[config.mk]
export PLATFORM = sky130hd
export DESIGN_NAME = led_blink_sched
export DESIGN_NICKNAME = d
export VERILOG_FILES = /design/src/rtl/led_sched_pkg.sv /design/src/rtl/led_tick_gen.sv /design/src/rtl/led_blink_sched.sv
export SDC_FILE = /design/constraint.sdc
export NUM_CORES = 1
export LEC_CHECK = 0
export BUFFER_PORTS_ARGS = -buffer_cell sky130_fd_sc_hd__buf_2
export CAP_MARGIN = 20
export CORE_AREA = 2 2 88 90
export DETAILED_ROUTE_END_ITERATION = 7
export DIE_AREA = 0 0 90 92
export PLACE_DENSITY_LB_ADDON = 0.1
export SLEW_MARGIN = 0
export SYNTH_ARGS = -nofsm -noshare
export SYNTH_HDL_FRONTEND = slang
export SYNTH_HIERARCHICAL = 1
export SYNTH_SLANG_ARGS = --single-unit
[constraint.sdc]
create_clock -name clk -period 4.23 [get_ports clk]
set_input_delay 0.423 -clock clk [delete_from_list [all_inputs] [get_ports clk]]
set_output_delay 0.423 -clock clk [all_outputs]
set_load 0.005 [all_outputs]
[src/rtl/led_sched_pkg.sv]
// Shared types and defaults for the LED blink scheduler (FSM state encoding, default tick divider).
package led_sched_pkg;

    typedef enum logic [1:0] {
        IDLE = 2'd0,
        ON   = 2'd1,
        OFF  = 2'd2
    } state_t;

    localparam int unsigned TICK_DIV_DEFAULT = 32'd50_000_000;

endpackage

[src/rtl/led_tick_gen.sv]
// Prescaler: emits a one-cycle tick every TICK_DIV clocks; clr restarts the count so the
// first tick lands exactly TICK_DIV cycles after the clearing edge.
module led_tick_gen
    import led_sched_pkg::*;
#(
    parameter int unsigned TICK_DIV = TICK_DIV_DEFAULT
) (
    input  logic clk,
    input  logic rst,
    input  logic clr,
    output logic tick
);

    localparam int unsigned PW = (TICK_DIV > 1) ? $clog2(TICK_DIV) : 1;
    localparam logic [PW-1:0] LAST = PW'(TICK_DIV - 1);

    logic [PW-1:0] cnt;

    always_ff @(posedge clk or negedge rst) begin
        if (!rst) begin
            cnt <= '0;
        end else if (clr || (cnt == LAST)) begin
            cnt <= '0;
        end else begin
            cnt <= cnt + 1'b1;
        end
    end

    assign tick = (cnt == LAST) && !clr;

endmodule

[src/rtl/led_blink_sched.sv]
// LED blink scheduler: start latches on/off/repeat counts and the FSM walks lit/dark phases in ticks.
// Build option LED_BLINK_ACTIVE_LOW_EN drives led=0 for lit and led=1 for dark.
module led_blink_sched
    import led_sched_pkg::*;
#(
    parameter int unsigned TICK_DIV = TICK_DIV_DEFAULT,
    parameter int unsigned CNT_W    = 8
) (
    input  logic             clk,
    input  logic             rst,
    input  logic             start,
    input  logic             stop,
    input  logic [CNT_W-1:0] on_ticks,
    input  logic [CNT_W-1:0] off_ticks,
    input  logic [CNT_W-1:0] repeat_cnt,
    output logic             busy,
    output logic             done,
    output logic             led,
    output state_t           dbg_state
);

    localparam logic [CNT_W-1:0] ONE     = CNT_W'(1);
    localparam logic [CNT_W-1:0] CNT_MAX = '1;

    state_t           state, state_nxt;
    logic [CNT_W-1:0] phase_cnt, phase_nxt;
    logic [CNT_W-1:0] blink_cnt, blink_nxt;
    logic [CNT_W-1:0] on_l, off_l, rep_l;
    logic             done_q, done_nxt;
    logic             load;
    logic             tick;

    led_tick_gen #(.TICK_DIV(TICK_DIV)) u_tick (
        .clk  (clk),
        .rst  (rst),
        .clr  (load),
        .tick (tick)
    );

    // start and stop are single-cycle strobes sampled on every edge; no handshake back to the requester.
    always_ff @(posedge clk or negedge rst) begin
        if (!rst) begin
            state     <= IDLE;
            phase_cnt <= '0;
            blink_cnt <= '0;
            on_l      <= '0;
            off_l     <= '0;
            rep_l     <= '0;
            done_q    <= 1'b0;
        end else begin
            state     <= state_nxt;
            phase_cnt <= phase_nxt;
            blink_cnt <= blink_nxt;
            done_q    <= done_nxt;
            if (load) begin
                on_l  <= (on_ticks  == '0) ? ONE : on_ticks;
                off_l <= (off_ticks == '0) ? ONE : off_ticks;
                rep_l <= repeat_cnt;
            end
        end
    end

    always_comb begin
        state_nxt = state;
        phase_nxt = phase_cnt;
        blink_nxt = blink_cnt;
        done_nxt  = 1'b0;
        load      = 1'b0;
        case (state)
            IDLE: begin
                if (start && !stop) begin
                    load      = 1'b1;
                    state_nxt = ON;
                    phase_nxt = '0;
                    blink_nxt = '0;
                end
            end
            ON: begin
                if (stop) begin
                    state_nxt = IDLE;
                    phase_nxt = '0;
                    blink_nxt = '0;
                end else if (tick) begin
                    if (phase_cnt == on_l - ONE) begin
                        state_nxt = OFF;
                        phase_nxt = '0;
                    end else begin
                        phase_nxt = phase_cnt + ONE;
                    end
                end
            end
            OFF: begin
                if (stop) begin
                    state_nxt = IDLE;
                    phase_nxt = '0;
                    blink_nxt = '0;
                end else if (tick) begin
                    if (phase_cnt == off_l - ONE) begin
                        phase_nxt = '0;
                        // Repeat count 0 runs forever; the blink counter saturates instead of wrapping.
                        if ((rep_l != '0) && (blink_cnt == rep_l - ONE)) begin
                            state_nxt = IDLE;
                            blink_nxt = '0;
                            done_nxt  = 1'b1;
                        end else begin
                            state_nxt = ON;
                            blink_nxt = (blink_cnt == CNT_MAX) ? blink_cnt : blink_cnt + ONE;
                        end
                    end else begin
                        phase_nxt = phase_cnt + ONE;
                    end
                end
            end
            default: begin
                state_nxt = IDLE;
                phase_nxt = '0;
                blink_nxt = '0;
            end
        endcase
    end

    assign busy      = (state != IDLE);
    assign done      = done_q;
    assign dbg_state = state;

`ifdef LED_BLINK_ACTIVE_LOW_EN
    assign led = (state != ON);
`else
    assign led = (state == ON);
`endif

endmodule

# Yosys cells after proc, flatten, opt, wreduce, memory -nomap -nowiden
# Cells that the tools add are included.
[classes]
muxes = 34
n_eq_ne = 14
n_reduce_logical = 14
addsub = 6
[op_table]
columns = ["operator", "count"]
rows = [
  ["$mux 8", 15],
  ["$pmux 8 s3", 2],
  ["$add 26x1->26 const B", 1],
  ["$eq 26x26->1 const B", 1],
  ["$mux 26", 1],
  ["$eq 8x8->1", 3],
  ["$sub 8x1->8 const B", 3],
  ["$add 8x1->8 const B", 2],
  ["$logic_not 8->1", 2],
  ["$mux 2", 7],
  ["$reduce_and 5->1", 2],
  ["$eq 8x8->1 const B", 1],
  ["$mux 1", 8],
  ["$reduce_bool 8->1", 1],
  ["$ne 3x2->1 const B", 2],
  ["$ne 3x3->1 const B", 2],
  ["$pmux 2 s3", 1],
  ["$ne 2x2->1 const B", 2],
  ["$ne 4x4->1 const B", 1],
  ["$logic_and 1x1->1", 3],
  ["$reduce_and 3->1", 1],
  ["$eq 2x1->1 const B", 1],
  ["$eq 2x2->1 const B", 1],
  ["$logic_not 1->1", 2],
  ["3 further kinds", 3],
]
[totals]
reg_bits = 69
output_inout_bits = 5
in_bits = 28
elab_cells = 76

# Longest topological paths before layout
# Gate-level depths: netlist (run 1).
[logic_depth]
depth_word = 9
mapped_depth = 15

# Modules after synthesis
# The synthesis (run 1) kept the hierarchy.
[modules_own_cells]
columns = ["mod", "area_per_inst_um2", "n_inst", "cells_per_inst"]
rows = [
  ["led_blink_sched", 2865.2, 1, 332],
  ["led_tick_gen", 1470.2, 1, 157],
]

# Worst setup path before layout (run 1)
# No wires, ideal clock.
[synth_path]
path_kind = "register -> register"
startpoint = "register state[0], in the netlist dbg_state[0]"
endpoint = "register state[0], in the netlist dbg_state[0]"
setup_time_ns = 0.128
setup_slack_ns = 1.231
path_stages_with_launch = 16
arrival_time_ns = 2.872
n_path_buf = 2
path_cell_list = "dfrtp_1 inv_1 ha_1 inv_1 or3_1 inv_1 clkbuf_1 inv_1 and4_1 inv_1 a21oi_1 o21a_1 a21oi_1 clkbuf_1 a211o_1 mux2_1"
[synth_via]
elab_chain_len = 6
elab_cells_between_ends = 13
classes_between = "7 x eq/ne; 2 x mux; 4 x reduce/logical"
[synth_lines]
columns = ["element", "line_no", "text"]
rows = [
  ["start, declared", "led_blink_sched.sv:25", "state_t state, state_nxt;"],
  ["start signal, assigned", "led_blink_sched.sv:51", "state <= state_nxt;"],
  ["$logic_not 2->1 (*)", "led_blink_sched.sv:69", "case (state)"],
  ["$mux 1 (*)", "led_blink_sched.sv:69", ""],
  ["named net load", "led_blink_sched.sv:30", "logic load;"],
  ["$logic_not 1->1 (*)", "led_tick_gen.sv:29", "assign tick = (cnt == LAST) && !clr;"],
  ["$logic_and 1x1->1 (*)", "led_tick_gen.sv:29", ""],
  ["named net tick", "led_blink_sched.sv:31", "logic tick;"],
  ["$ne 3x3->1 (no line) or $ne 3x2->1 (tied branches)", "-", ""],
  ["$reduce_and 5->1 (no line) (*)", "-", ""],
]
# Mark *: on every way through the listed nets, which the timed path passes. The rest lies on a longest branch.
# A chain may end at the register's enable or synchronous reset.

# Final worst setup path (run 1)
[layout_path]
startpoint = "register u_tick.cnt[0]"
endpoint = "register phase_cnt[0]"
[layout_via]
elab_chain_len = 4
elab_cells_between_ends = 5
classes_between = "3 x eq/ne; 2 x reduce/logical"
[layout_lines]
columns = ["element", "line_no", "text"]
rows = [
  ["start, declared", "led_tick_gen.sv:17", "logic [PW-1:0] cnt;"],
  ["start signal, assigned", "led_tick_gen.sv:25", "cnt <= cnt + 1'b1;"],
  ["$eq 26x26->1 (*)", "led_tick_gen.sv:29", ""],
  ["$logic_and 1x1->1 (*)", "led_tick_gen.sv:29", ""],
  ["named net tick", "led_blink_sched.sv:31", ""],
  ["$ne 3x3->1 (no line) or $ne 3x2->1 (tied branches)", "-", ""],
  ["$reduce_and 3->1 (no line) (*)", "-", ""],
  ["end signal, assigned", "led_blink_sched.sv:52", "phase_cnt <= phase_nxt;"],
  ["end, declared", "led_blink_sched.sv:26", "logic [CNT_W-1:0] phase_cnt, phase_nxt;"],
]
# Marked as above.

==> flow_summary.html, run 1 <==
<table>
<tr><th>Metric</th><th>Value</th></tr>
<tr><th colspan="2">Synthesis</th></tr>
<tr><td>Synthesis Warnings</td><td>6</td></tr>
<tr><td>Share of synthesized registers carrying an async set or reset</td><td>1.000</td></tr>
<tr><td>Post-synthesis instance area</td><td>0.004335 mm²</td></tr>
<tr><td>Average instance area after synthesis</td><td>8.866 µm²</td></tr>
<tr><td>Syn_nets</td><td>528</td></tr>
<tr><td>Number of library cell types mapped by synthesis</td><td>65</td></tr>
<tr><td>Largest cells by area after synthesis</td><td>sky130_fd_sc_hd__dfrtp_1, sky130_fd_sc_hd__nand2_1, sky130_fd_sc_hd__xnor2_1</td></tr>
<tr><td>Most used DFF post-synth</td><td>sky130_fd_sc_hd__dfrtp_1</td></tr>
<tr><td>Number of instances in the synthesized netlist</td><td>489</td></tr>
<tr><td>Number of enable-type register cells in the synthesized netlist</td><td>0</td></tr>
<tr><td>Area share of the largest cell type after synthesis</td><td>0.3983</td></tr>
<tr><td>Cell type contributing the most total cell area after synthesis</td><td>sky130_fd_sc_hd__dfrtp_1</td></tr>
<tr><td>Number of register bits inferred by synthesis</td><td>69</td></tr>
<tr><td>Part of the Yosys area used for sequential elements</td><td>0.3983</td></tr>
<tr><th colspan="2">Clock tree</th></tr>
<tr><td>Source-to-sink clock delay at the later pin of the worst-skew pair</td><td>360 ps</td></tr>
<tr><td>CTS H-tree depth</td><td>3</td></tr>
<tr><td>Buffers from clock root to sink, at most</td><td>2</td></tr>
<tr><td>Clock-pin transition on the worst setup and hold timing paths</td><td>80 ps</td></tr>
<tr><td>Post-CTS setup buffer count</td><td>0</td></tr>
<tr><td>CTS tree</td><td>yes</td></tr>
<tr><td>Library cell used as clock root buffer</td><td>sky130_fd_sc_hd__clkbuf_8</td></tr>
<tr><td>Cts hold-fix bufs</td><td>0</td></tr>
<tr><td>TritonCTS Buffers</td><td>9</td></tr>
<tr><td>Post-CTS resize count</td><td>0</td></tr>
<tr><td>Sink Count</td><td>69</td></tr>
<tr><th colspan="2">Timing</th></tr>
<tr><td>Share of the cycle needed by the critical path after routing</td><td>0.7863</td></tr>
<tr><td>Least-Margin Pin Slew</td><td>684.6 ps</td></tr>
<tr><td>Final critical delay including setup and external delays</td><td>3326 ps</td></tr>
<tr><td>Number of failing hold endpoints at the final stage</td><td>0</td></tr>
<tr><td>Maximum clock frequency</td><td>0.3007 GHz</td></tr>
<tr><td>Unrepaired setup endpoints after global routing</td><td>no</td></tr>
<tr><td>Post-Route Setup TNS</td><td>0 ps</td></tr>
<tr><td>Worst clock skew</td><td>9.486 ps</td></tr>
<tr><td>Setup Viol. Count Final</td><td>0</td></tr>
<tr><td>Number of pins exceeding their max-slew limit in the final report</td><td>0</td></tr>
<tr><td>Worst hold slack across all endpoints</td><td>15.13 ps</td></tr>
<tr><td>Max-slew headroom</td><td>0.5436</td></tr>
<tr><th colspan="2">Placed design</th></tr>
<tr><td>PortBufs</td><td>32</td></tr>
<tr><td>HPWL Detailed</td><td>7.170 mm</td></tr>
<tr><td>Weighted congestion reported at the end of routability-driven placement</td><td>0.8757</td></tr>
<tr><td>DP Cell Count</td><td>607</td></tr>
<tr><th colspan="2">Global routing</th></tr>
<tr><td>Sum of overflow across all layers after global routing</td><td>0</td></tr>
<tr><td>Number of antenna violations at the first check in global routing</td><td>0</td></tr>
<tr><td>Maximum number of pins on one net before global-route repair</td><td>43</td></tr>
<tr><td>Total global routing track utilization</td><td>0.2505</td></tr>
<tr><td>First-pass GRT wire length</td><td>16.88 mm</td></tr>
<tr><td>Via count of the first global-routing pass</td><td>3677</td></tr>
<tr><th colspan="2">Worst setup path</th></tr>
<tr><td>Classification of the worst setup path</td><td>reg -&gt; reg</td></tr>
<tr><td>Buf+Inv Stages, Crit Path</td><td>2</td></tr>
<tr><td>Worst setup startpoint</td><td>u_tick/cnt[0]</td></tr>
<tr><td>Worst flop-to-flop path startpoint</td><td>u_tick/cnt[0]</td></tr>
<tr><td>Gate family responsible for the most delay along the worst path</td><td>simple AND/OR/NAND/NOR gates</td></tr>
<tr><td>Req. time, crit path</td><td>4530 ps</td></tr>
<tr><td>Critical Path End Type</td><td>register</td></tr>
<tr><td>Most prevalent standard cell on the critical path</td><td>sky130_fd_sc_hd__a21oi_1</td></tr>
<tr><td>Maximum fanout encountered on the critical timing path</td><td>11</td></tr>
<tr><td>Crit path arrival time</td><td>3620 ps</td></tr>
<tr><td>CP Cell Sequence</td><td>ha_1 &gt; or4bb_1 &gt; nor4_1 &gt; and4_1 &gt; inv_1 &gt; a21oi_1 &gt; o21a_1 &gt; a21oi_1 &gt; buf_4 &gt; nor2b_1 &gt; and2_1 &gt; mux2_2</td></tr>
<tr><td>Highest cell delay on the worst timing path</td><td>510 ps</td></tr>
<tr><td>Max stage delay cell, worst path</td><td>sky130_fd_sc_hd__or4bb_1</td></tr>
<tr><td>Startpoint types</td><td>register</td></tr>
<tr><th colspan="2">Die</th></tr>
<tr><td>Count of boundary I/O pins</td><td>33</td></tr>
<tr><td>CORE AREA</td><td>0.007447 mm²</td></tr>
<tr><td>Area of the die</td><td>0.008280 mm²</td></tr>
<tr><td>Die height</td><td>92 µm</td></tr>
<tr><td>Number of cell rows</td><td>32</td></tr>
<tr><td>Effective utilization at floorplan</td><td>0.5822</td></tr>
<tr><td>Die span in x</td><td>90 µm</td></tr>
<tr><th colspan="2">Finish</th></tr>
<tr><td>Fillcell total</td><td>662</td></tr>
<tr><td>Post-synthesis to final-layout area growth</td><td>10.45%</td></tr>
<tr><td>Highest-count cells in the layout ignoring fill and taps</td><td>sky130_fd_sc_hd__nand2_1, sky130_fd_sc_hd__dfrtp_1, sky130_fd_sc_hd__nor2_1</td></tr>
<tr><td>Antenna diode instance count</td><td>0</td></tr>
<tr><td>Filler-free cell count of the finished design</td><td>624</td></tr>
<tr><td>Count of nets after finishing</td><td>556</td></tr>
<tr><td>Ratio of cells with drive above 1 in the final layout</td><td>0.1533</td></tr>
<tr><td>Commonest non-fill, non-tap cell in the layout</td><td>sky130_fd_sc_hd__nand2_1</td></tr>
<tr><th colspan="2">Power</th></tr>
<tr><td>Pint</td><td>1.499 mW</td></tr>
<tr><td>Power density relative to cell area</td><td>524.1 mW/mm²</td></tr>
<tr><td>Worst voltage drop across the vdd grid</td><td>266.1 µV</td></tr>
<tr><td>Net switching power figure</td><td>1.010 mW</td></tr>
<tr><td>Proportion of total power due to net switching</td><td>0.4026</td></tr>
<tr><td>Clock network fraction of total power</td><td>0.222</td></tr>
<tr><td>Total power</td><td>2.510 mW</td></tr>
<tr><td>Combinational share of power</td><td>0.372</td></tr>
<tr><td>Leakage</td><td>2.058 nW</td></tr>
<tr><td>Sequential group share of total power</td><td>0.406</td></tr>
<tr><th colspan="2">Drt</th></tr>
<tr><td>Vias post-DR</td><td>3786</td></tr>
<tr><td>Number of DRC violations after detailed-routing iteration 0</td><td>162</td></tr>
<tr><td>Number of detailed-routing iterations run before antenna repair</td><td>7</td></tr>
<tr><td>DRC errors left</td><td>0</td></tr>
<tr><td>Post-route antenna net violation count</td><td>0</td></tr>
<tr><td>Drt via density</td><td>6.067</td></tr>
<tr><td>WL/cell</td><td>15.77 µm</td></tr>
<tr><td>Total detailed-routing wirelength</td><td>9.838 mm</td></tr>
<tr><th colspan="2">Outcome</th></tr>
<tr><td>Run status</td><td>completed</td></tr>
<tr><th colspan="2">Flow run</th></tr>
<tr><td>Count of max-cap constraint violations</td><td>0</td></tr>
<tr><th colspan="2">Hold path</th></tr>
<tr><td>Hold crit path type</td><td>in -&gt; async</td></tr>
</table>
## metal layers
layer	share of wire	GRT usage	wire, µm
met2	0.50	0.4449	4963
met5	0	0	0
met1	0.43	0.2976	4249
met4	0.021	0.09231	208
met3	0.042	0.05670	416
## cells by family after synthesis
kind of cell / count (synthesis) / share of synthesized area
xor gates and xnor gates: 36 / 0.07273
muxes: 6 / 0.01472
DFF: 69 / 0.3983
buffers and inverters: 42 / 0.04011
and+or+nand+nor: 235 / 0.2857
adders and majority gates: 12 / 0.03405
AOI/OAI and AO/OA: 89 / 0.1544
## cells in the mapped netlist (all sizes together) (3+ instances only)
cell type  count
inv           23
a211o          3
o31ai         11
clkbuf        14
nor3b          4
o311ai         3
xnor2         22
or3            8
a21oi         17
o21ai         19
nor2b          7
or4           16
a22o           4
mux2i          3
ha            11
nand3         27
a31oi          5
buf            5
nor4           9
nor4b          3
or2            6
xor2          14
o211ai         6
nor3          14
mux2           3
and4           7
nand2         79
dfrtp         69
nor2          33
a221o          4
and3           3
nand4         10
## metrics by stage
step	worst slack (ps)	util	area, µm²
CTS	940.0	0.6393	4761
floorplan	1231	-	4335
global route	667.3	0.6430	4788
finish	904.0	0.6430	4788
global placement	1122	0.6121	4558
detailed placement	979.9	0.6121	4558
## registers in the layout, indices dropped and copies added, names as in the netlist
signal / cells
dbg_state: 2
blink_cnt: 8
off_l: 8
done: 1
u_tick/cnt: 26
on_l: 8
rep_l: 8
phase_cnt: 8
## path summary, 6_finish.rpt
| kind | slack [ps] | endpoint | depth (start not counted) |
|---|---|---|---|
| worst max-delay path | 900 | phase_cnt[0] | 12 |
| worst min-delay path | 20 | blink_cnt[2] | 1 |
| worst max register to register | 900 | phase_cnt[0] | 12 |
| worst min register to register | 510 | on_l[7] | 2 |
| max in group asynchronous | 3310 | off_l[7] | 3 |
| min in group clk | 260 | rep_l[4] | 3 |
## power groups by stage
stage               combinational (mW)  sequential [mW]  clock, mW
finish                           0.933             1.02      0.558
global route                      1.06             1.04      0.596
CTS                              0.931             1.02      0.569
detailed placement               0.920             1.03          0
global placement                 0.890             1.02          0
floorplan                        0.766            0.952          0
## layout make-up
cell class | count | area [µm²] | area share
Multi-Input combinational cell | 378 | 2435 | 0.5085
Sequential cell | 69 | 1727 | 0.3606
Timing Repair Buffer | 36 | 210.2 | 0.04390
Tap cell | 102 | 127.6 | 0.02665
Clock buffer | 9 | 123.9 | 0.02587
Inverter | 23 | 86.33 | 0.01803
Clock inverter | 7 | 78.83 | 0.01646
No activity file was read; power rests on OpenSTA's default activity.
==> inputs of run 2 (changes only) <==
Settings changed: ABC_AREA set to 1, CORE_AREA 2 2 88 90 to 2 2 94 96, DIE_AREA 0 0 90 92 to 0 0 96 98.
Clock period 4.23 ns to 3 ns, I/O delays scaled along.
==> run 2 against run 1 <==
  * Cell area up 5.0%
  * Total power up 54%
  * Flip-flop and latch count unchanged
  * Largest power group is now combinational cells
==> flow_summary.html, run 2 <==
<table>
<tr><th>Metric</th><th>Value</th></tr>
<tr><th colspan="2">Worst setup path</th></tr>
<tr><td>Critical Path End Type</td><td>register</td></tr>
<tr><td>Crit path arrival time</td><td>2700 ps (-920 ps)</td></tr>
<tr><td>Gate family responsible for the most delay along the worst path</td><td>simple AND/OR/NAND/NOR gates</td></tr>
<tr><td>Most prevalent standard cell on the critical path</td><td>sky130_fd_sc_hd__nor2_1</td></tr>
<tr><td>Max stage delay cell, worst path</td><td>sky130_fd_sc_hd__dfrtp_1</td></tr>
<tr><td>Highest cell delay on the worst timing path</td><td>430 ps (-80 ps)</td></tr>
<tr><td>Req. time, crit path</td><td>3220 ps (-1310 ps)</td></tr>
<tr><td>Startpoint types</td><td>register</td></tr>
<tr><td>CP Cell Sequence</td><td>ha_1 &gt; nand3_2 &gt; nor2_1 &gt; nand3_2 &gt; nor2_1 &gt; nor2_1 &gt; or3_1 &gt; a21oi_4 &gt; nand2_4 &gt; nand2_1 &gt; nand2_1</td></tr>
<tr><td>Maximum fanout encountered on the critical timing path</td><td>9 (-2)</td></tr>
<tr><td>Classification of the worst setup path</td><td>reg -&gt; reg</td></tr>
<tr><td>Buf+Inv Stages, Crit Path</td><td>0 (-2)</td></tr>
<tr><th colspan="2">Timing</th></tr>
<tr><td>Least-Margin Pin Slew</td><td>484.0 ps (-200.6 ps)</td></tr>
<tr><td>Final critical delay including setup and external delays</td><td>2474 ps (-852.2 ps)</td></tr>
<tr><td>Number of pins exceeding their max-slew limit in the final report</td><td>0 (unchanged)</td></tr>
<tr><td>Share of the cycle needed by the critical path after routing</td><td>0.8246 (+0.03833)</td></tr>
<tr><td>Setup Viol. Count Final</td><td>0 (unchanged)</td></tr>
<tr><td>Unrepaired setup endpoints after global routing</td><td>no</td></tr>
<tr><td>Max-slew headroom</td><td>0.6773 (+0.1337)</td></tr>
<tr><td>Maximum clock frequency</td><td>0.4042 GHz (+34%)</td></tr>
<tr><td>Worst clock skew</td><td>11.94 ps (+2.455 ps)</td></tr>
<tr><td>Number of failing hold endpoints at the final stage</td><td>0 (unchanged)</td></tr>
<tr><td>Post-Route Setup TNS</td><td>0 ps (unchanged)</td></tr>
<tr><th colspan="2">Placed design</th></tr>
<tr><td>PortBufs</td><td>32 (unchanged)</td></tr>
<tr><td>HPWL Detailed</td><td>7.314 mm (+2.0%)</td></tr>
<tr><td>DP Cell Count</td><td>766 (+26%)</td></tr>
<tr><td>Weighted congestion reported at the end of routability-driven placement</td><td>0.8993 (+2.7%)</td></tr>
<tr><th colspan="2">Synthesis</th></tr>
<tr><td>Leading cell type by number of instances after synthesis</td><td>sky130_fd_sc_hd__nand2_1</td></tr>
<tr><td>Number of instances in the synthesized netlist</td><td>629 (+29%)</td></tr>
<tr><td>List of most frequent post-synthesis cells</td><td>sky130_fd_sc_hd__nand2_1, sky130_fd_sc_hd__nor2_1, sky130_fd_sc_hd__dfrtp_1</td></tr>
<tr><td>Post-synthesis instance area</td><td>0.004468 mm² (+3.1%)</td></tr>
<tr><td>Most used DFF post-synth</td><td>sky130_fd_sc_hd__dfrtp_1</td></tr>
<tr><td>Synthesis Warnings</td><td>6 (unchanged)</td></tr>
<tr><td>Area share of the largest cell type after synthesis</td><td>0.3864 (-0.01182)</td></tr>
<tr><td>Part of the Yosys area used for sequential elements</td><td>0.3864 (-0.01182)</td></tr>
<tr><td>Share of synthesized registers carrying an async set or reset</td><td>1.000 (unchanged)</td></tr>
<tr><td>Number of enable-type register cells in the synthesized netlist</td><td>0 (unchanged)</td></tr>
<tr><td>Number of library cell types mapped by synthesis</td><td>33 (-49%)</td></tr>
<tr><td>Number of register bits inferred by synthesis</td><td>69 (unchanged)</td></tr>
<tr><td>Average instance area after synthesis</td><td>7.103 µm² (-20%)</td></tr>
<tr><td>Largest cells by area after synthesis</td><td>sky130_fd_sc_hd__dfrtp_1, sky130_fd_sc_hd__nand2_1, sky130_fd_sc_hd__nor2_1</td></tr>
<tr><td>Cell type contributing the most total cell area after synthesis</td><td>sky130_fd_sc_hd__dfrtp_1</td></tr>
<tr><td>Syn_nets</td><td>668 (+27%)</td></tr>
<tr><th colspan="2">Power</th></tr>
<tr><td>Worst voltage drop across the vdd grid</td><td>357.8 µV (+34%)</td></tr>
<tr><td>Combinational share of power</td><td>0.388 (+0.016)</td></tr>
<tr><td>Sequential group share of total power</td><td>0.353 (-0.053)</td></tr>
<tr><td>Pint</td><td>2.348 mW (+57%)</td></tr>
<tr><td>Clock network fraction of total power</td><td>0.259 (+0.037)</td></tr>
<tr><td>Net switching power figure</td><td>1.525 mW (+51%)</td></tr>
<tr><td>Leakage</td><td>2.396 nW (+16%)</td></tr>
<tr><td>Power density relative to cell area</td><td>770.4 mW/mm² (+47%)</td></tr>
<tr><td>Proportion of total power due to net switching</td><td>0.3938 (-0.008729)</td></tr>
<tr><th colspan="2">Global routing</th></tr>
<tr><td>Met1 Usage GRT</td><td>0.2870 (-0.01065)</td></tr>
<tr><td>Met3 routing resource usage after global routing</td><td>0.04552 (-0.01117)</td></tr>
<tr><td>Maximum number of pins on one net before global-route repair</td><td>42 (-2.3%)</td></tr>
<tr><td>Sum of overflow across all layers after global routing</td><td>0 (unchanged)</td></tr>
<tr><td>Met2 demand-to-capacity share in global routing</td><td>0.3750 (-0.06986)</td></tr>
<tr><td>Via count of the first global-routing pass</td><td>3718 (+1.1%)</td></tr>
<tr><td>Total global routing track utilization</td><td>0.2263 (-0.02415)</td></tr>
<tr><td>Number of antenna violations at the first check in global routing</td><td>0 (unchanged)</td></tr>
<tr><td>Most congested layer reported by global routing</td><td>met2</td></tr>
<tr><td>First-pass GRT wire length</td><td>16.82 mm (-0.33%)</td></tr>
<tr><th colspan="2">Die</th></tr>
<tr><td>Die span in x</td><td>96 µm (+6.7%)</td></tr>
<tr><td>Die height</td><td>98 µm (+6.5%)</td></tr>
<tr><td>Count of boundary I/O pins</td><td>33 (unchanged)</td></tr>
<tr><td>CORE AREA</td><td>0.008466 mm² (+14%)</td></tr>
<tr><td>Area of the die</td><td>0.009408 mm² (+14%)</td></tr>
<tr><td>Effective utilization at floorplan</td><td>0.5278 (-0.05437)</td></tr>
<tr><td>Number of cell rows</td><td>34 (+6.3%)</td></tr>
<tr><th colspan="2">Finish</th></tr>
<tr><td>Post-synthesis to final-layout area growth</td><td>12.52%</td></tr>
<tr><td>Commonest non-fill, non-tap cell in the layout</td><td>sky130_fd_sc_hd__nand2_1</td></tr>
<tr><td>Highest-count cells in the layout ignoring fill and taps</td><td>sky130_fd_sc_hd__nand2_1, sky130_fd_sc_hd__nor2_1, sky130_fd_sc_hd__dfrtp_1</td></tr>
<tr><td>Filler-free cell count of the finished design</td><td>783 (+25%)</td></tr>
<tr><td>Register with the highest flop count</td><td>u_tick/cnt</td></tr>
<tr><td>Count of nets after finishing</td><td>709 (+28%)</td></tr>
<tr><td>Ratio of cells with drive above 1 in the final layout</td><td>0.1128 (-0.04050)</td></tr>
<tr><td>Max FFs per register</td><td>26 (unchanged)</td></tr>
<tr><td>Utilization of the core after routing</td><td>0.5939 (-0.04912)</td></tr>
<tr><th colspan="2">Outcome</th></tr>
<tr><td>Run status</td><td>completed</td></tr>
<tr><th colspan="2">Clock tree</th></tr>
<tr><td>CTS tree</td><td>yes</td></tr>
<tr><td>Buffers from clock root to sink, at most</td><td>2 (unchanged)</td></tr>
<tr><td>TritonCTS Buffers</td><td>9 (unchanged)</td></tr>
<tr><td>CTS H-tree depth</td><td>3 (unchanged)</td></tr>
<tr><td>Post-CTS setup buffer count</td><td>0 (unchanged)</td></tr>
<tr><td>Source-to-sink clock delay at the later pin of the worst-skew pair</td><td>350 ps (about the same)</td></tr>
<tr><td>Library cell used as clock root buffer</td><td>sky130_fd_sc_hd__clkbuf_8</td></tr>
<tr><td>Sink Count</td><td>69 (unchanged)</td></tr>
<tr><td>Clock-pin transition on the worst setup and hold timing paths</td><td>80 ps (about the same)</td></tr>
<tr><th colspan="2">Drt</th></tr>
<tr><td>Vias post-DR</td><td>3918 (+3.5%)</td></tr>
<tr><td>Total detailed-routing wirelength</td><td>9.702 mm (-1.4%)</td></tr>
<tr><td>DRC errors left</td><td>0 (unchanged)</td></tr>
<tr><td>Drt via density</td><td>5.004 (-18%)</td></tr>
<tr><td>WL/cell</td><td>12.39 µm (-21%)</td></tr>
<tr><td>Number of DRC violations after detailed-routing iteration 0</td><td>119 (-27%)</td></tr>
<tr><td>Post-route antenna net violation count</td><td>0 (unchanged)</td></tr>
<tr><td>Number of detailed-routing iterations run before antenna repair</td><td>5 (-2)</td></tr>
<tr><th colspan="2">Flow run</th></tr>
<tr><td>Count of max-cap constraint violations</td><td>0 (unchanged)</td></tr>
<tr><th colspan="2">Hold path</th></tr>
<tr><td>Hold crit path type</td><td>in -&gt; reg</td></tr>
</table>
run 2: cell count changes in the layout (fill, tap and decap cells not counted), sizes merged, moves of 16 or more:
| cell | change |
|---|---|
| inv | +41 |
| nand2 | +120 |
| nand3 | +25 |
| or4 | -16 |
| xor2 | +16 |
| nor2 | +76 |
run 2: cell type report:
cell class | count | area (µm²)
Antenna cell | 1 | 2.502
Clock buffer | 9 | 123.9
Clock inverter | 6 | 136.4
Fill cell | 805 | 3438
Inverter | 69 | 259.0
Multi-Input combinational cell | 484 | 2444
Sequential cell | 69 | 1727
Tap cell | 108 | 135.1
Timing Repair Buffer | 37 | 200.2
run 2: timing repair:
action | 4_1_cts | 5_1_grt
gates resized for setup | 0 | 0
hold buffers | 1 | 0
setup endpoints to repair | 0 | 0
hold endpoints to repair | 7 | 0
run 2: power groups by stage:
stage	Sequential [mW]	Combinational (mW)	Clock [mW]
floorplan	1.33	1.20	0
global placement	1.37	1.47	0
detailed placement	1.38	1.50	0
CTS	1.37	1.51	1.03
global route	1.40	1.76	1.07
finish	1.37	1.50	1.00
run 2: routing by layer:
metal	wire length, µm	vias to the layer above
met5	0	-
met3	284	17
met2	4723	56
li1	-	2045
met4	184	0
met1	4509	1800
run 2: path summary, 6_finish.rpt:
check / start / endpoint / slack [ps] / depth (start not counted)
hold reg to reg: off_l[7] / off_l[7] / 510 / 2
setup reg to reg: u_tick/cnt[0] / blink_cnt[5] / 530 / 11
min in group asynchronous: rst / blink_cnt[3] / 330 / 2
max in group asynchronous: rst / off_l[6] / 1950 / 3
setup / recovery: u_tick/cnt[0] / blink_cnt[5] / 530 / 11
hold / removal: repeat_cnt[0] / rep_l[0] / 160 / 3
run 2: tightest hold or removal path: cells and delay by family:
family | cells | cell delay [ps]
buffers and inverters | 1 | 70
AND/OR/NAND/NOR | 1 | 40
AO/OA/AOI/OAI | 1 | 50
run 2: through the flow:
stage                     power (mW)  hold WS, ps  instance area [µm²]  setup WS, ps
after floorplan                2.527        4.409                 4468         757.7
after global placement         2.842        150.6                 4755         651.1
after detailed placement       2.882        154.4                 4755         574.3
after CTS                      3.908        139.4                 5025         529.8
after global routing           4.228        163.0                 5025         336.3
final                          3.873        156.6                 5027         526.2
run 2: kinds of logic after synthesis:
kind of cell | share of synthesized area
and+or+nand+nor | 0.3750
adders and majority gates | 0.03080
buffers and inverters | 0.06777
DFF | 0.3864
xor gates and xnor gates | 0.09605
AOI/OAI and AO/OA | 0.04397
==> inputs of run 3 (changes only) <==
Settings changed: CORE_AREA 2 2 94 96 to 2 2 89 91, DIE_AREA 0 0 96 98 to 0 0 91 93.
Clock period 3 ns to 2.45 ns, I/O delays scaled along.
==> run 3 against run 2 <==
  * Die area decreased by 10%
  * Critical path depth unchanged
  * Sequential share of layout area increased by 0.43 points
  * Clock skew increased by 0.62 ps
  * Cell count decreased by 0.64%
  * Wire length increased by 0.74%
  * Flip-flop and latch count unchanged
  * Worst setup slack got worse by 390 ps
  * Global-route usage increased by 2.0 points
  * Cell area decreased by 1.2%
  * Non-clock buffer count increased by 3
==> flow_summary.html, run 3 (synthesis results as in run 2) <==
<table>
<tr><th>Metric</th><th>Value</th></tr>
<tr><th colspan="2">Global routing</th></tr>
<tr><td>Maximum number of pins on one net before global-route repair</td><td>50 (+19%)</td></tr>
<tr><td>Total global routing track utilization</td><td>0.2465 (+0.02020)</td></tr>
<tr><td>Sum of overflow across all layers after global routing</td><td>0 (unchanged)</td></tr>
<tr><td>First-pass GRT wire length</td><td>16.76 mm (-0.37%)</td></tr>
<tr><td>Via count of the first global-routing pass</td><td>3812 (+2.5%)</td></tr>
<tr><td>Number of antenna violations at the first check in global routing</td><td>0 (unchanged)</td></tr>
<tr><th colspan="2">Timing</th></tr>
<tr><td>Max-slew headroom</td><td>0.6596 (-0.01771)</td></tr>
<tr><td>Final critical delay including setup and external delays</td><td>2310 ps (-164.2 ps)</td></tr>
<tr><td>Unrepaired setup endpoints after global routing</td><td>no</td></tr>
<tr><td>Least-Margin Pin Slew</td><td>510.5 ps (+26.57 ps)</td></tr>
<tr><td>Worst clock skew</td><td>12.56 ps (+0.6183 ps)</td></tr>
<tr><td>Number of pins exceeding their max-slew limit in the final report</td><td>0 (unchanged)</td></tr>
<tr><td>Number of failing hold endpoints at the final stage</td><td>0 (unchanged)</td></tr>
<tr><td>Share of the cycle needed by the critical path after routing</td><td>0.9427 (+0.1181)</td></tr>
<tr><td>Post-Route Setup TNS</td><td>0 ps (unchanged)</td></tr>
<tr><td>Maximum clock frequency</td><td>0.4330 GHz (+7.1%)</td></tr>
<tr><td>Setup Viol. Count Final</td><td>0 (unchanged)</td></tr>
<tr><th colspan="2">Hold path</th></tr>
<tr><td>End point of the most critical hold path</td><td>rep_l[7]</td></tr>
<tr><td>Source of the worst hold timing path</td><td>repeat_cnt[7]</td></tr>
<tr><td>WHS Path Cells</td><td>3 (unchanged)</td></tr>
<tr><td>Hold crit path type</td><td>in -&gt; reg</td></tr>
<tr><th colspan="2">Finish</th></tr>
<tr><td>Antenna diode instance count</td><td>0 (-1)</td></tr>
<tr><td>Commonest non-fill, non-tap cell in the layout</td><td>sky130_fd_sc_hd__nand2_1</td></tr>
<tr><td>Utilization of the core after routing</td><td>0.6596 (+0.06572)</td></tr>
<tr><td>Fillcell total</td><td>700 (-13%)</td></tr>
<tr><td>Count of nets after finishing</td><td>712 (+0.42%)</td></tr>
<tr><td>Register with the highest flop count</td><td>u_tick/cnt</td></tr>
<tr><td>Highest-count cells in the layout ignoring fill and taps</td><td>sky130_fd_sc_hd__nand2_1, sky130_fd_sc_hd__nor2_1, sky130_fd_sc_hd__dfrtp_1</td></tr>
<tr><td>Post-synthesis to final-layout area growth</td><td>11.12%</td></tr>
<tr><td>Max FFs per register</td><td>26 (unchanged)</td></tr>
<tr><td>Ratio of cells with drive above 1 in the final layout</td><td>0.1183 (+0.005584)</td></tr>
<tr><th colspan="2">Die</th></tr>
<tr><td>Die height</td><td>93 µm (-5.1%)</td></tr>
<tr><td>Number of cell rows</td><td>32 (-5.9%)</td></tr>
<tr><td>Effective utilization at floorplan</td><td>0.5936 (+0.06580)</td></tr>
<tr><td>Area of the die</td><td>0.008463 mm² (-10%)</td></tr>
<tr><td>CORE AREA</td><td>0.007527 mm² (-11%)</td></tr>
<tr><td>Count of boundary I/O pins</td><td>33 (unchanged)</td></tr>
<tr><td>Die span in x</td><td>91 µm (-5.2%)</td></tr>
<tr><th colspan="2">Drt</th></tr>
<tr><td>Number of DRC violations after detailed-routing iteration 0</td><td>278 (+130%)</td></tr>
<tr><td>Drt via density</td><td>5.125 (+2.4%)</td></tr>
<tr><td>Vias post-DR</td><td>3987 (+1.8%)</td></tr>
<tr><td>WL/cell</td><td>12.56 µm (+1.4%)</td></tr>
<tr><td>Number of detailed-routing iterations run before antenna repair</td><td>4 (-1)</td></tr>
<tr><td>Total detailed-routing wirelength</td><td>9.774 mm (+0.74%)</td></tr>
<tr><td>DRC errors left</td><td>0 (unchanged)</td></tr>
<tr><td>Post-route antenna net violation count</td><td>0 (unchanged)</td></tr>
<tr><th colspan="2">Worst setup path</th></tr>
<tr><td>Gate family responsible for the most delay along the worst path</td><td>simple AND/OR/NAND/NOR gates</td></tr>
<tr><td>Classification of the worst setup path</td><td>reg -&gt; reg</td></tr>
<tr><td>WP depth</td><td>11 (unchanged)</td></tr>
<tr><td>Crit path arrival time</td><td>2610 ps (-90 ps)</td></tr>
<tr><td>Startpoint types</td><td>register</td></tr>
<tr><td>Register-to-Register Path Depth</td><td>11 (unchanged)</td></tr>
<tr><td>Capturing point of the worst reg2reg path</td><td>blink_cnt[4]</td></tr>
<tr><td>Worst setup startpoint</td><td>u_tick/cnt[0]</td></tr>
<tr><td>Req. time, crit path</td><td>2750 ps (-470 ps)</td></tr>
<tr><td>CP Cell Sequence</td><td>ha_1 &gt; nand3_2 &gt; nor2_2 &gt; nand3_2 &gt; nor2_2 &gt; nor2_1 &gt; or3_1 &gt; a21oi_4 &gt; buf_4 &gt; nand3_1 &gt; nand2_1</td></tr>
<tr><td>Highest cell delay on the worst timing path</td><td>430 ps (about the same)</td></tr>
<tr><td>Max stage delay cell, worst path</td><td>sky130_fd_sc_hd__dfrtp_1</td></tr>
<tr><td>Critical Path End Type</td><td>register</td></tr>
<tr><td>Maximum fanout encountered on the critical timing path</td><td>6 (-3)</td></tr>
<tr><td>Buf+Inv Stages, Crit Path</td><td>1 (+1)</td></tr>
<tr><td>Worst flop-to-flop path startpoint</td><td>u_tick/cnt[0]</td></tr>
<tr><td>FF-to-FF setup slack</td><td>140 ps (-390 ps)</td></tr>
<tr><th colspan="2">Power</th></tr>
<tr><td>Power density relative to cell area</td><td>892.8 mW/mm² (+16%)</td></tr>
<tr><td>Clock network fraction of total power</td><td>0.189 (-0.070)</td></tr>
<tr><td>Proportion of total power due to net switching</td><td>0.4232 (+0.02936)</td></tr>
<tr><td>Pint</td><td>2.557 mW (+8.9%)</td></tr>
<tr><td>Net switching power figure</td><td>1.876 mW (+23%)</td></tr>
<tr><td>Sequential group share of total power</td><td>0.378 (+0.025)</td></tr>
<tr><td>Leakage</td><td>2.377 nW (-0.81%)</td></tr>
<tr><td>Total power</td><td>4.433 mW (+14%)</td></tr>
<tr><td>Combinational share of power</td><td>0.433 (+0.045)</td></tr>
<tr><td>Worst voltage drop across the vdd grid</td><td>423.7 µV (+18%)</td></tr>
<tr><th colspan="2">Clock tree</th></tr>
<tr><td>Clock-pin transition on the worst setup and hold timing paths</td><td>80 ps (about the same)</td></tr>
<tr><td>CTS H-tree depth</td><td>3 (unchanged)</td></tr>
<tr><td>Library cell used as clock root buffer</td><td>sky130_fd_sc_hd__clkbuf_8</td></tr>
<tr><td>Buffers from clock root to sink, at most</td><td>2 (unchanged)</td></tr>
<tr><td>CTS tree</td><td>yes</td></tr>
<tr><td>TritonCTS Buffers</td><td>9 (unchanged)</td></tr>
<tr><td>Sink Count</td><td>69 (unchanged)</td></tr>
<tr><td>Source-to-sink clock delay at the later pin of the worst-skew pair</td><td>350 ps (about the same)</td></tr>
<tr><th colspan="2">Placed design</th></tr>
<tr><td>Weighted congestion reported at the end of routability-driven placement</td><td>0.9410 (+4.6%)</td></tr>
<tr><td>HPWL Detailed</td><td>7.271 mm (-0.58%)</td></tr>
<tr><td>PortBufs</td><td>32 (unchanged)</td></tr>
<tr><th colspan="2">Flow run</th></tr>
<tr><td>Count of max-cap constraint violations</td><td>0 (unchanged)</td></tr>
<tr><th colspan="2">Outcome</th></tr>
<tr><td>Run status</td><td>completed</td></tr>
</table>
==> run 3: changes by cell type in the layout (fill, tap and decap cells not counted), moves of 2 or more <==
cell	delta
sky130_fd_sc_hd__buf_4	+2
sky130_fd_sc_hd__bufinv_16	-4
sky130_fd_sc_hd__clkbuf_8	+2
sky130_fd_sc_hd__clkinv_2	+2
sky130_fd_sc_hd__nor2_1	-3
sky130_fd_sc_hd__nor2_2	+3
==> run 3: power groups by stage <==
stage / Combinational [mW] / Sequential [mW] / Clock (mW)
after floorplan: 1.47 / 1.63 / 0
after global placement: 1.81 / 1.68 / 0
after detailed placement: 1.85 / 1.69 / 0
after CTS: 1.87 / 1.67 / 0.850
after global routing: 2.22 / 1.72 / 0.895
final: 1.92 / 1.68 / 0.836
==> run 3: layout make-up <==
cell class | instances | area, µm² | share of cell area
inverters | 69 | 259.0 | 0.05217
well taps | 102 | 127.6 | 0.02571
flip-flops and latches | 69 | 1727 | 0.3478
multi-input cells | 484 | 2451 | 0.4937
repair buffers | 40 | 235.2 | 0.04738
clock buffers | 12 | 155.1 | 0.03125
clock inverters | 2 | 10.01 | 0.002016
==> run 3: what timing repair did <==
item                                    CTS  global route
gates resized for setup                   0             3
endpoints found under the setup margin    0            16
hold buffers                              1             0
hold endpoints to repair                 20             0
buffers inserted                          0             3
==> run 3: worst max-delay path by stage <==
| stage | to | slack, ps |
|---|---|---|
| finish | blink_cnt[4] | 140 |
| CTS | blink_cnt[0] | 20 |
| global placement | blink_cnt[1] | 130 |
| global route | blink_cnt[7] | 4 |
| detailed placement | blink_cnt[0] | 70 |
| floorplan | blink_cnt[2] | 210 |
==> run 3: worst reg2reg max path: stages (launching register included) <==
cell,delay [ps]
sky130_fd_sc_hd__dfrtp_1,430
sky130_fd_sc_hd__ha_1,210
sky130_fd_sc_hd__nand3_2,130
sky130_fd_sc_hd__nor2_2,190
sky130_fd_sc_hd__nand3_2,140
sky130_fd_sc_hd__nor2_2,160
sky130_fd_sc_hd__nor2_1,80
sky130_fd_sc_hd__or3_1,380
sky130_fd_sc_hd__a21oi_4,230
sky130_fd_sc_hd__buf_4,170
sky130_fd_sc_hd__nand3_1,70
sky130_fd_sc_hd__nand2_1,70
==> run 3: through the flow <==
stage | worst slack (ps) | instances | hold slack [ps] | instance area [µm²]
global route | 4.031 | 778 | 113.6 | 4965
CTS | 17.18 | 775 | 88.91 | 4935
global placement | 127.1 | 760 | 237.3 | 4760
detailed placement | 65.62 | 760 | 251.5 | 4760
finish | 140.3 | 778 | 94.47 | 4965
floorplan | 207.7 | 629 | -50.59 | 4468
==> run 3: per-layer routing <==
metal,share of wire,GRT usage
met1,0.46,0.3205
met2,0.49,0.4179
met3,0.038,0.03223
met4,0.021,0.1035
met5,0,0
